## config.mk

```make
export PLATFORM = sky130hd
export DESIGN_NAME = mxfp8_block_quantizer
export DESIGN_NICKNAME = d
export VERILOG_FILES = /design/src/rtl/mxfp8_block_quantizer.sv
export SDC_FILE = /design/constraint.sdc
export NUM_CORES = 1
export LEC_CHECK = 0
export CORE_MARGIN = 10
export CORE_UTILIZATION = 53
export CTS_CLUSTER_SIZE = 12
export DETAILED_ROUTE_END_ITERATION = 10
export GPL_ROUTABILITY_DRIVEN = 1
export PLACE_DENSITY_LB_ADDON = 0.1
export SYNTH_ARGS = -nofsm -noshare
export SYNTH_HDL_FRONTEND = slang
export SYNTH_SLANG_ARGS = --single-unit
```

## constraint.sdc

```tcl
create_clock -name clk -period 7.83 [get_ports clk]
set_input_delay 1.566 -clock clk [delete_from_list [all_inputs] [get_ports clk]]
set_output_delay 1.566 -clock clk [all_outputs]
set_load 0.03 [all_outputs]
```

## src/rtl/mxfp8_block_quantizer.sv

```systemverilog
// BF16 -> MXFP8 block quantizer: buffers BLOCK BF16 values, derives a shared E8M0 scale
// from the largest exponent, then streams E4M3 elements. Optional macro: MXFP8_QUANT_RNE_EN.
module mxfp8_block_quantizer #(
    parameter int unsigned BLOCK = 8
) (
    input  logic        clk,
    input  logic        rst_n,
    input  logic        clear_i,
    input  logic        in_valid_i,
    output logic        in_ready_o,
    input  logic [15:0] in_bf16_i,
    output logic        out_valid_o,
    input  logic        out_ready_i,
    output logic [7:0]  out_scale_o,
    output logic [7:0]  out_elem_o,
    output logic        out_first_o,
    output logic        out_last_o
);
    localparam int unsigned CW = $clog2(BLOCK);
`ifdef MXFP8_QUANT_RNE_EN
    localparam bit RneEn = 1'b1;
`else
    localparam bit RneEn = 1'b0;
`endif

    typedef enum logic [1:0] {StFill, StScale, StDrain} state_e;

    state_e        state_q, state_d;
    logic [CW-1:0] cnt_q, cnt_d, idx_q, idx_d, idx_nxt;
    logic [7:0]    emax_q, emax_d;
    logic [7:0]    scale_q, scale_d, elem_q, elem_d, scale_calc, enc_s;
    logic          first_q, first_d, last_q, last_d;
    logic [15:0]   buf_q [BLOCK];
    logic [15:0]   enc_in;
    logic          buf_we;
    logic [7:0]    in_exp;

    function automatic logic [7:0] encode(input logic [15:0] v, input logic [7:0] s);
        logic              sign;
        logic [7:0]        ex;
        logic [6:0]        mant;
        logic signed [9:0] e;
        logic signed [9:0] sh;
        logic [2:0]        m;
        logic [3:0]        m4;
        logic              up;
        logic [15:0]       ext;
        logic [7:0]        r;
        sign = v[15];
        ex   = v[14:7];
        mant = v[6:0];
        e    = $signed({2'b00, ex}) - $signed({2'b00, s}) + 10'sd7;
        sh   = 10'sd1 - e;
        r    = {sign, 7'h00};
        m    = 3'd0;
        m4   = 4'd0;
        up   = 1'b0;
        ext  = 16'd0;
        if (ex == 8'h00) begin
            r = {sign, 7'h00};
        end else if (ex == 8'hFF) begin
            r = (mant != 7'd0) ? {sign, 7'h7F} : {sign, 7'h7E};
        end else if (e >= 10'sd1) begin
            m  = mant[6:4];
            up = RneEn && mant[3] && ((mant[2:0] != 3'd0) || m[0]);
            m4 = {1'b0, m} + {3'b000, up};
            if (m4[3]) begin
                e = e + 10'sd1;
            end
            m = m4[2:0];
            if (e > 10'sd15 || (e == 10'sd15 && m == 3'b111)) begin
                r = {sign, 7'h7E};
            end else begin
                r = {sign, e[3:0], m};
            end
        end else if (sh <= 10'sd9) begin
            // Hidden one at bit 15; fraction bits land in [14:12], guard [11], sticky below.
            ext = {1'b1, mant, 8'h00} >> sh[3:0];
            m   = ext[14:12];
            up  = RneEn && ext[11] && ((ext[10:0] != 11'd0) || m[0]);
            m4  = {1'b0, m} + {3'b000, up};
            r   = m4[3] ? {sign, 4'd1, 3'd0} : {sign, 4'd0, m4[2:0]};
        end
        return r;
    endfunction

    assign in_exp      = in_bf16_i[14:7];
    assign idx_nxt     = idx_q + 1'b1;
    assign scale_calc  = (emax_q > 8'd8) ? (emax_q - 8'd8) : 8'd0;
    assign enc_in      = (state_q == StScale) ? buf_q[0] : buf_q[idx_nxt];
    assign enc_s       = (state_q == StScale) ? scale_calc : scale_q;
    assign in_ready_o  = (state_q == StFill);
    assign out_valid_o = (state_q == StDrain);
    assign out_scale_o = scale_q;
    assign out_elem_o  = elem_q;
    assign out_first_o = first_q;
    assign out_last_o  = last_q;

    always_comb begin
        state_d = state_q;
        cnt_d   = cnt_q;
        idx_d   = idx_q;
        emax_d  = emax_q;
        scale_d = scale_q;
        elem_d  = elem_q;
        first_d = first_q;
        last_d  = last_q;
        buf_we  = 1'b0;
        if (clear_i) begin
            state_d = StFill;
            cnt_d   = '0;
            idx_d   = '0;
            emax_d  = 8'd0;
        end else begin
            unique case (state_q)
                StFill: begin
                    if (in_valid_i) begin
                        buf_we = 1'b1;
                        if (in_exp != 8'h00 && in_exp != 8'hFF && in_exp > emax_q) begin
                            emax_d = in_exp;
                        end
                        cnt_d = cnt_q + 1'b1;
                        if (cnt_q == CW'(BLOCK - 1)) begin
                            state_d = StScale;
                        end
                    end
                end
                StScale: begin
                    state_d = StDrain;
                    idx_d   = '0;
                    scale_d = scale_calc;
                    elem_d  = encode(enc_in, enc_s);
                    first_d = 1'b1;
                    last_d  = 1'b0;
                end
                StDrain: begin
                    if (out_ready_i) begin
                        if (idx_q == CW'(BLOCK - 1)) begin
                            state_d = StFill;
                            idx_d   = '0;
                            emax_d  = 8'd0;
                        end else begin
                            idx_d   = idx_nxt;
                            elem_d  = encode(enc_in, enc_s);
                            first_d = 1'b0;
                            last_d  = (idx_nxt == CW'(BLOCK - 1));
                        end
                    end
                end
                default: state_d = StFill;
            endcase
        end
    end

    always_ff @(posedge clk or negedge rst_n) begin
        if (!rst_n) begin
            state_q <= StFill;
            cnt_q   <= '0;
            idx_q   <= '0;
            emax_q  <= 8'd0;
            scale_q <= 8'd0;
            elem_q  <= 8'd0;
            first_q <= 1'b0;
            last_q  <= 1'b0;
        end else begin
            state_q <= state_d;
            cnt_q   <= cnt_d;
            idx_q   <= idx_d;
            emax_q  <= emax_d;
            scale_q <= scale_d;
            elem_q  <= elem_d;
            first_q <= first_d;
            last_q  <= last_d;
        end
    end

    always_ff @(posedge clk or negedge rst_n) begin
        if (!rst_n) begin
            for (int i = 0; i < BLOCK; i++) begin
                buf_q[i] <= 16'd0;
            end
        end else if (buf_we) begin
            buf_q[cnt_q] <= in_bf16_i;
        end
    end
endmodule

```

* After elaboration in Yosys (flattened, before gate mapping) *
Cells that the tools add are included.

storage, ports and cells
  register bits after elaboration = 162
  bits of input ports = 21
  output and inout port bits = 20
  logic and storage cells = 132

cells by class
  $add $sub $neg = 6
  $lt $le $gt $ge = 9
  eq/ne operators = 17
  shifts and indexed selects = 1
  mux-type cells = 59
  bitwise logic cells = 3
  reduce and logical (&&, ||, !) cells = 21

operator list
  operator                                                            count
  bitwise mux 128 bit                                                 1
  2-to-1 mux 10 bit                                                   9
  2-to-1 mux 8 bit                                                    9
  2-to-1 mux 16 bit                                                   4
  2-to-1 mux 7 bit                                                    8
  binary-select mux 16 bit (select 3 bit)                             1
  demux 16 bit (select 3 bit)                                         1
  one-hot mux 8 bit (2 select lines)                                  2
  2-to-1 mux 3 bit                                                    7
  == test 10 x 5 -> 1 bit, second input constant                      2
  > comparator 10 x 5 -> 1 bit, second input constant                 2
  >> shifter 16 x 4 -> 15 bit                                         1
  == test 3 bit, second input constant                                4
  inequality test 3 x 2 -> 1 bit, second input constant               4
  adder 9 x 4 -> 10 bit, second input constant                        1
  greater-or-equal comparator 10 x 2 -> 1 bit, second input constant  1
  less-or-equal comparator 10 x 5 -> 1 bit, second input constant     1
  2-to-1 mux 2 bit                                                    5
  subtractor 2 x 10 -> 10 bit, first input constant                   1
  subtractor 8 x 8 -> 9 bit                                           1
  == test 8 bit, second input constant                                1
  greater-or-equal comparator 4 bit, second input constant            2
  > comparator 8 x 4 -> 1 bit, second input constant                  1
  > comparator 8 bit                                                  1
  26 further kinds                                                    46

* Logic depth before layout (Yosys ltp) *
Gate-level depths: netlist of run 1.

  depth after elaboration = 26
  depth in mapped cells = 25
  depth with buffers taken out = 20

* Worst setup path before layout of run 1 *
Ideal clock, no wire load.

  path kind = register to register
  start point = register idx_q[0]
  end point = register elem_q[0], in the netlist out_elem_o[0]
  setup time = 0.095 ns
  arrival time = 5.558 ns
  data required time = 7.735 ns
  path slack = 2.177 ns
  stages on the path, launching flop included = 24
  clock period less this slack = 5.653 ns
  cells stage by stage = dfrtp_1 -> buf_2 -> buf_1 -> inv_1 -> ha_1 -> buf_6 -> clkbuf_1 -> mux4_2 -> mux2i_1 -> nor2_1 -> a21oi_1 -> inv_1 -> ha_1 -> xor2_2 -> and3_1 -> buf_6 -> xnor3_2 -> xnor2_4 -> nand3_4 -> or4_1 -> a31oi_1 -> o21ai_1 -> or2_1 -> o31ai_1

on the way
  longest elaborated chain between the ends = 25

ends and longest elaborated chain
  item                                                            RTL line  RTL
  start, declared                                                 29        logic [CW-1:0] cnt_q, cnt_d, idx_q, idx_d, idx_nxt;
  start signal, assigned                                          168       idx_q <= idx_d;
  branches (longest 25 deep; another with adder 9 x 4 -> 10 bit)  n/a
  end signal, assigned                                            171       elem_q <= elem_d;
  end, declared                                                   31        logic [7:0] scale_q, scale_d, elem_q, elem_d, scale_calc, enc_s;

Several ways; the timed one is not identified. The select of a mux whose other input is x is not followed.
A chain may end at the register's enable or synchronous reset.

* Final worst setup path of run 1 *
Ends and elaborated chain as after synthesis.

==> impl_metrics.env, run 1 <==
export IMPL_power_share_sequential_pct=36.9
export IMPL_syn_area_sq_mm=0.009114
export IMPL_wl_per_cell_um=20.61
export IMPL_slew_headroom_pct=26.42
export IMPL_start_util_pct=54.57
export IMPL_critical_path_endpoint_type="flip-flop"
export IMPL_num_rows=47
export IMPL_p_switching_uw=902.1
export IMPL_crit_slowest_cell="ha_1"
export IMPL_p_per_area_mw_per_mm2=269.7
export IMPL_dieArea_sq_mm=0.02284
export IMPL_grtUsageTotal_pct=20.01
export IMPL_critical_path_max_stage_delay_ns=0.76
export IMPL_cp_required_ns=8.15
export IMPL_synth_flop_cell="dfrtp_1"
export IMPL_dr_pass1_iters=5
export IMPL_synth_common_cells="dfrtp_1, mux2_2, nand2_1"
export IMPL_grt_first_pass_wirelength_um=35770
export IMPL_worstPathCellList="inv_1 > ha_1 > buf_4 > mux4_2 > mux2i_1 > nor2_1 > a21oi_1 > inv_1 > ha_1 > xor2_2 > and3_1 > xnor3_2 > xnor2_4 > nand3_4 > or4_1 > a31oi_1 > o21ai_1 > or2_1 > o31ai_1"
export IMPL_internal_power_uw=1877
export IMPL_ys_ff_latch=162
export IMPL_status="finished clean"
export IMPL_grt_ovfl_total=0
export IMPL_syn_nets=843
export IMPL_drtIter0Drc=375
export IMPL_clockBufferDepth=2
export IMPL_fin_crit_sh_pct=74.08
export IMPL_cts_tree="yes"
export IMPL_setup_viol=0
export IMPL_min_path_type="reg2reg"
export IMPL_final_max_slew_violation_count=0
export IMPL_p_sw_share_pct=32.46
export IMPL_grt_max_degree=100
export IMPL_critPathArrivalTime_ns=6.13
export IMPL_cellLeakagePower_uw=0.004562
export IMPL_antenna_found_initial=0
export IMPL_vias=6373
export IMPL_htreeDepth=4
export IMPL_grt_pass1_vias=6532
export IMPL_routed_wl_um=21570
export IMPL_worst_clock_skew_ns=0.005503
export IMPL_numCtsBuffers=17
export IMPL_io_pins=41
export IMPL_clockPowerShare_pct=32.0
export IMPL_timing_fmax_mhz=172.4
export IMPL_ant_nets=0
export IMPL_gp_congestion=0.8628
export IMPL_yosys_top_cells_area="dfrtp_1, mux2_2, mux4_2"
export IMPL_hpwl_um=15210
export IMPL_cap_violations=0
export IMPL_insertion_delay_ns=0.43
export IMPL_root_buffer="clkbuf_16"
export IMPL_worst_hold_slack_ns=0.4793
export IMPL_syn_instance_count=795
export IMPL_fin_tns_setup_ns=0
export IMPL_seq_area_frac_synth_pct=44.48
export IMPL_ys_warn_count=0
export IMPL_synth_edf_count=0
export IMPL_post_route_min_period_ns=5.801
export IMPL_clk_pin_slew_worst_paths_ns=0.06
export IMPL_clock_sinks=162
export IMPL_crit_type="reg2reg"
export IMPL_drive_gt1_share_pct=25.63
export IMPL_synth_top_area_share_pct=44.48
export IMPL_cts_resized=0
export IMPL_synthArstFlopShare_pct=100.0
export IMPL_yosys_cell_types_count=77
export IMPL_worst_slew_pin_slew_ns=1.100
export IMPL_synth_largest_area_cell="dfrtp_1"
export IMPL_ir_drop_uv=178.7
export IMPL_rsz0062_at_grt="false"
export IMPL_die_h_um=151.1
export IMPL_power_frac_comb_pct=31.0
export IMPL_synth_most_common_cell="dfrtp_1"
export IMPL_syn_to_final_growth_pct=13.06
export IMPL_via_per_inst=6.087
export IMPL_nNetsFinal=863
export IMPL_avgSynthCellArea_sq_um=11.46
export IMPL_route_detailed_drc=0
export IMPL_cp_max_fo=15
export IMPL_io_buffers=40
export IMPL_hold_viol=0
export IMPL_die_x_um=151.1
export IMPL_crit_path_start_kind="flip-flop"
export IMPL_insertedDiodeCount=0
export IMPL_post_cts_buffers=0
export IMPL_holdBufCountCts=0
export IMPL_core_sq_mm=0.01670
## critical path: cells and delay by family (launching register included)
family / cells / cell delay [ns]
AND/OR/NAND/NOR: 5 / 1.34
multiplexers: 2 / 0.45
buffers and inverters: 3 / 0.48
AO/OA/AOI/OAI: 4 / 0.79
adder cells (fa/ha/maj): 2 / 1.12
flip-flops: 1 / 0.46
XOR/XNOR: 3 / 1.05
## cell families after synthesis
| family | after synthesis | share of synthesized area, % |
|---|---|---|
| AOI/OAI and AO/OA | 137 | 10.34 |
| muxes | 178 | 24.68 |
| buffers and inverters | 70 | 3.116 |
| xor gates and xnor gates | 10 | 1.497 |
| and+or+nand+nor | 211 | 12.10 |
| adders and majority gates | 27 | 3.789 |
| DFF | 162 | 44.48 |
## cell usage in the layout (no fill, tap or decap), drive strengths merged, types with 3 or more instances in the layout
master / instances
nor4: 15
o211ai: 3
o21ai: 32
nor4b: 3
nor2b: 11
nand2b: 12
o31ai: 8
nand3: 18
buf: 10
a31oi: 6
nor2: 46
a21o: 3
mux2i: 26
o22ai: 5
nor3: 13
o21bai: 4
xnor2: 6
a22oi: 6
mux2: 128
o21a: 7
and3: 3
nand4: 9
dfrtp: 162
xor2: 3
nand3b: 9
a211oi: 5
mux4: 24
clkdlybuf4s50: 39
and2: 7
ha: 26
a2bb2oi: 3
clkbuf: 18
inv: 29
nor3b: 4
nand2: 53
bufinv: 4
a21oi: 32
## path summary, 6_finish.rpt
| path | start | depth (start not counted) | slack (ns) | end |
|---|---|---|---|---|
| hold / removal | buf_q[7] | 2 | 0.48 | buf_q[7] |
| max in group asynchronous | rst_n | 2 | 5.16 | idx_q[0] |
| setup / recovery | idx_q[0] | 19 | 2.03 | out_elem_o[0] |
| min in group asynchronous | rst_n | 1 | 1.22 | out_scale_o[5] |
| hold reg to reg | buf_q[7] | 2 | 0.48 | buf_q[7] |
| setup reg to reg | idx_q[0] | 19 | 2.03 | out_elem_o[0] |
## final cells by class
| type | instances | area [sq um] |
|---|---|---|
| Fill cell | 1322 | 6397 |
| Multi-Input combinational cell | 563 | 4793 |
| Sequential cell | 162 | 4055 |
| Timing Repair Buffer | 49 | 469.2 |
| Clock buffer | 18 | 429.2 |
| Tap cell | 220 | 275.3 |
| Clock inverter | 13 | 198.9 |
| Inverter | 22 | 82.58 |
## routing by layer
metal | GRT usage, % | share of wire [%]
met1 | 24.80 | 43
met5 | 0 | 0
met2 | 34.70 | 52
met4 | 5.486 | 1.5
met3 | 4.087 | 3.8
## power groups by stage
stage | Combinational [uW] | Sequential [uW] | Clock (uW)
floorplan | 679 | 1010 | 0
global placement | 837 | 1030 | 0
detailed placement | 856 | 1040 | 0
CTS | 862 | 1030 | 906
global route | 959 | 1040 | 943
finish | 862 | 1030 | 891
## registers in the layout (all words and copies together), names as in the netlist
register,flops
buf_q,128
emax_q,8
out_elem_o,8
out_scale_o,8
cnt_q,3
idx_q,3
state_q,2
out_first_o,1
out_last_o,1
## per-stage QoR
| step | power, uW | worst slack [ns] | area, sq um | util [%] | cells |
|---|---|---|---|---|---|
| 2_1_floorplan | 1693 | 2.177 | 9114 | - | 795 |
| 3_3_place_gp | 1869 | 2.244 | 9676 | 57.93 | 1016 |
| 3_5_place_dp | 1898 | 2.010 | 9676 | 57.93 | 1016 |
| 4_1_cts | 2794 | 2.014 | 10300 | 61.69 | 1047 |
| 5_1_grt | 2943 | 1.481 | 10300 | 61.69 | 1047 |
| 6_report | 2779 | 2.029 | 10300 | 61.69 | 1047 |
Note: power is estimated with default switching activity, not from simulation.
==> run 2: changes to the inputs <==
==> constraint.sdc (replaced) <==
create_clock -name clk -period 5.55 [get_ports clk]
set_input_delay 1.11 -clock clk [delete_from_list [all_inputs] [get_ports clk]]
set_output_delay 1.11 -clock clk [all_outputs]
set_load 0.03 [all_outputs]
==> impl_metrics.env, run 2 (synthesized netlist as in run 1, its figures left out) <==
export IMPL_cellLeakagePower_uw=0.004578
export IMPL_setup_viol=0
export IMPL_clockBufferDepth=2
export IMPL_post_cts_buffers=0
export IMPL_route_detailed_drc=0
export IMPL_via_per_inst=6.161
export IMPL_drive_gt1_share_pct=26.84
export IMPL_status="finished clean"
export IMPL_die_x_um=151.1
export IMPL_ant_nets=0
export IMPL_fin_cells=1051
export IMPL_grt_first_pass_wirelength_um=36070
export IMPL_holdBufCountCts=0
export IMPL_r2r_end="out_elem_o[0]"
export IMPL_insertion_delay_ns=0.42
export IMPL_timing_fmax_mhz=191.5
export IMPL_critical_path_endpoint_type="flip-flop"
export IMPL_cts_tree="yes"
export IMPL_root_buffer="clkbuf_16"
export IMPL_final_max_slew_violation_count=0
export IMPL_grtUsageTotal_pct=20.25
export IMPL_grt_max_degree=94
export IMPL_drtIter0Drc=379
export IMPL_worst_slew_pin_slew_ns=1.204
export IMPL_clock_sinks=162
export IMPL_cap_violations=0
export IMPL_min_from="out_first_o"
export IMPL_final_common_cell="dfrtp_1"
export IMPL_min_path_type="reg2reg"
export IMPL_post_route_min_period_ns=5.223
export IMPL_nNetsFinal=867
export IMPL_hpwl_um=15630
export IMPL_routed_wl_um=22260
export IMPL_dpl_cell_count=1020
export IMPL_total_power_uw=3892
export IMPL_worst_clock_skew_ns=0.007459
export IMPL_grt_pass1_vias=6559
export IMPL_start_util_pct=54.57
export IMPL_min_to="out_first_o"
export IMPL_slew_headroom_pct=19.47
export IMPL_io_pins=41
export IMPL_cp_max_fo=21
export IMPL_insertedDiodeCount=0
export IMPL_crit_path_start_kind="flip-flop"
export IMPL_gp_congestion=0.9550
export IMPL_syn_to_final_growth_pct=13.73
export IMPL_largest_register_ffs=128
export IMPL_numCtsBuffers=17
export IMPL_antenna_found_initial=0
export IMPL_crit_type="reg2reg"
export IMPL_htreeDepth=4
export IMPL_regMostFlops="buf_q"
export IMPL_hold_viol=0
export IMPL_p_per_area_mw_per_mm2=375.5
export IMPL_die_h_um=151.1
export IMPL_layout_common_cells="dfrtp_1, mux2_2, nand2_1"
export IMPL_wl_per_cell_um=21.18
export IMPL_vias=6475
export IMPL_fin_crit_sh_pct=94.11
export IMPL_dieArea_sq_mm=0.02284
export IMPL_ir_drop_uv=249.8
export IMPL_grt_ovfl_total=0
export IMPL_num_rows=47
export IMPL_critPathArrivalTime_ns=5.54
export IMPL_r2r_start="idx_q[0]"
export IMPL_core_sq_mm=0.01670
export IMPL_r2r_setup_slack_ns=0.33
export IMPL_clk_pin_slew_worst_paths_ns=0.06
export IMPL_r2r_cells=19
export IMPL_io_buffers=40
export IMPL_dr_pass1_iters=7
export IMPL_hold_depth=2
export IMPL_cp_required_ns=5.87
-- run 2: cell types whose count changed in the layout (fill, tap and decap cells not counted), moves of 2 or more --
| cell | previous run | this run |
|---|---|---|
| clkinv_4 | 0 | 3 |
| a21oi_2 | 0 | 2 |
| inv_6 | 5 | 2 |
| inv_8 | 2 | 0 |
| nor3b_4 | 0 | 2 |
| buf_4 | 9 | 12 |
| clkinv_2 | 1 | 3 |
| a21oi_1 | 32 | 30 |
-- run 2: worst max-delay path by stage --
stage / from / to / depth (start not counted)
after floorplan: idx_q[0] / out_elem_o[0] / 23
after global placement: idx_q[0] / out_elem_o[1] / 19
after detailed placement: idx_q[0] / out_elem_o[0] / 19
after CTS: idx_q[0] / out_elem_o[0] / 19
after global routing: idx_q[0] / out_elem_o[0] / 19
final: idx_q[0] / out_elem_o[0] / 19
-- run 2: stage by stage --
| stage | area, sq um | worst slack, ns | util (%) | TNS (ns) | hold WS, ns |
|---|---|---|---|---|---|
| after floorplan | 9115 | 0.1095 | - | 0 | 0.4446 |
| after global placement | 9737 | 0.3279 | 58.30 | 0 | 0.4598 |
| after detailed placement | 9737 | 0.1298 | 58.30 | 0 | 0.4717 |
| after CTS | 10340 | 0.1479 | 61.89 | 0 | 0.4906 |
| after global routing | 10360 | -0.03153 | 62.06 | -0.04154 | 0.4960 |
| final | 10360 | 0.3269 | 62.06 | 0 | 0.4851 |
-- run 2: final cells by class --
cell class | count | area, sq um
clock buffers | 19 | 442.9
clock inverters | 12 | 156.4
fillers | 1348 | 6336
inverters | 22 | 82.58
multi-input cells | 563 | 4841
flip-flops and latches | 162 | 4055
well taps | 220 | 275.3
repair buffers | 53 | 511.7
-- run 2: power breakdown --
part / switching (uW) / internal, uW / leakage, uW
sequential: 105 / 1350 / 0.00215
combinational: 701 / 554 / 0.00214
clock: 467 / 719 / 0.000294
total: 1270 / 2620 / 0.00458
-- run 2: worst max-delay path, stage by stage (launching register included) --
cell and delay [ns]:
dfrtp_2 0.45, inv_1 0.10, ha_2 0.48, buf_12 0.23, mux4_2 0.31, mux2i_1 0.15
nor2_1 0.07, a21oi_2 0.21, fa_1 0.55, ha_1 0.26, and2_1 0.21, a22oi_1 0.22
o21ai_0 0.12, a211oi_1 0.30, xnor2_1 0.18, or4_1 0.53, a31oi_1 0.17, o21ai_1 0.07
or2_1 0.25, o31ai_1 0.26
-- run 2: what timing repair did --
item                                    4_1_cts  5_1_grt
resized for setup                             0        7
hold endpoints to repair                      0        0
endpoints found under the setup margin        0        5
-- run 2: metal layers --
layer | vias up | global-route usage (%) | wire length [um] | share of wire (%)
li1 | 2990 | - | - | -
met1 | 3306 | 25.20 | 9553 | 43
met2 | 146 | 34.39 | 11300 | 51
met3 | 33 | 4.057 | 874 | 3.9
met4 | 0 | 7.074 | 533 | 2.4
met5 | - | 0 | 0 | 0
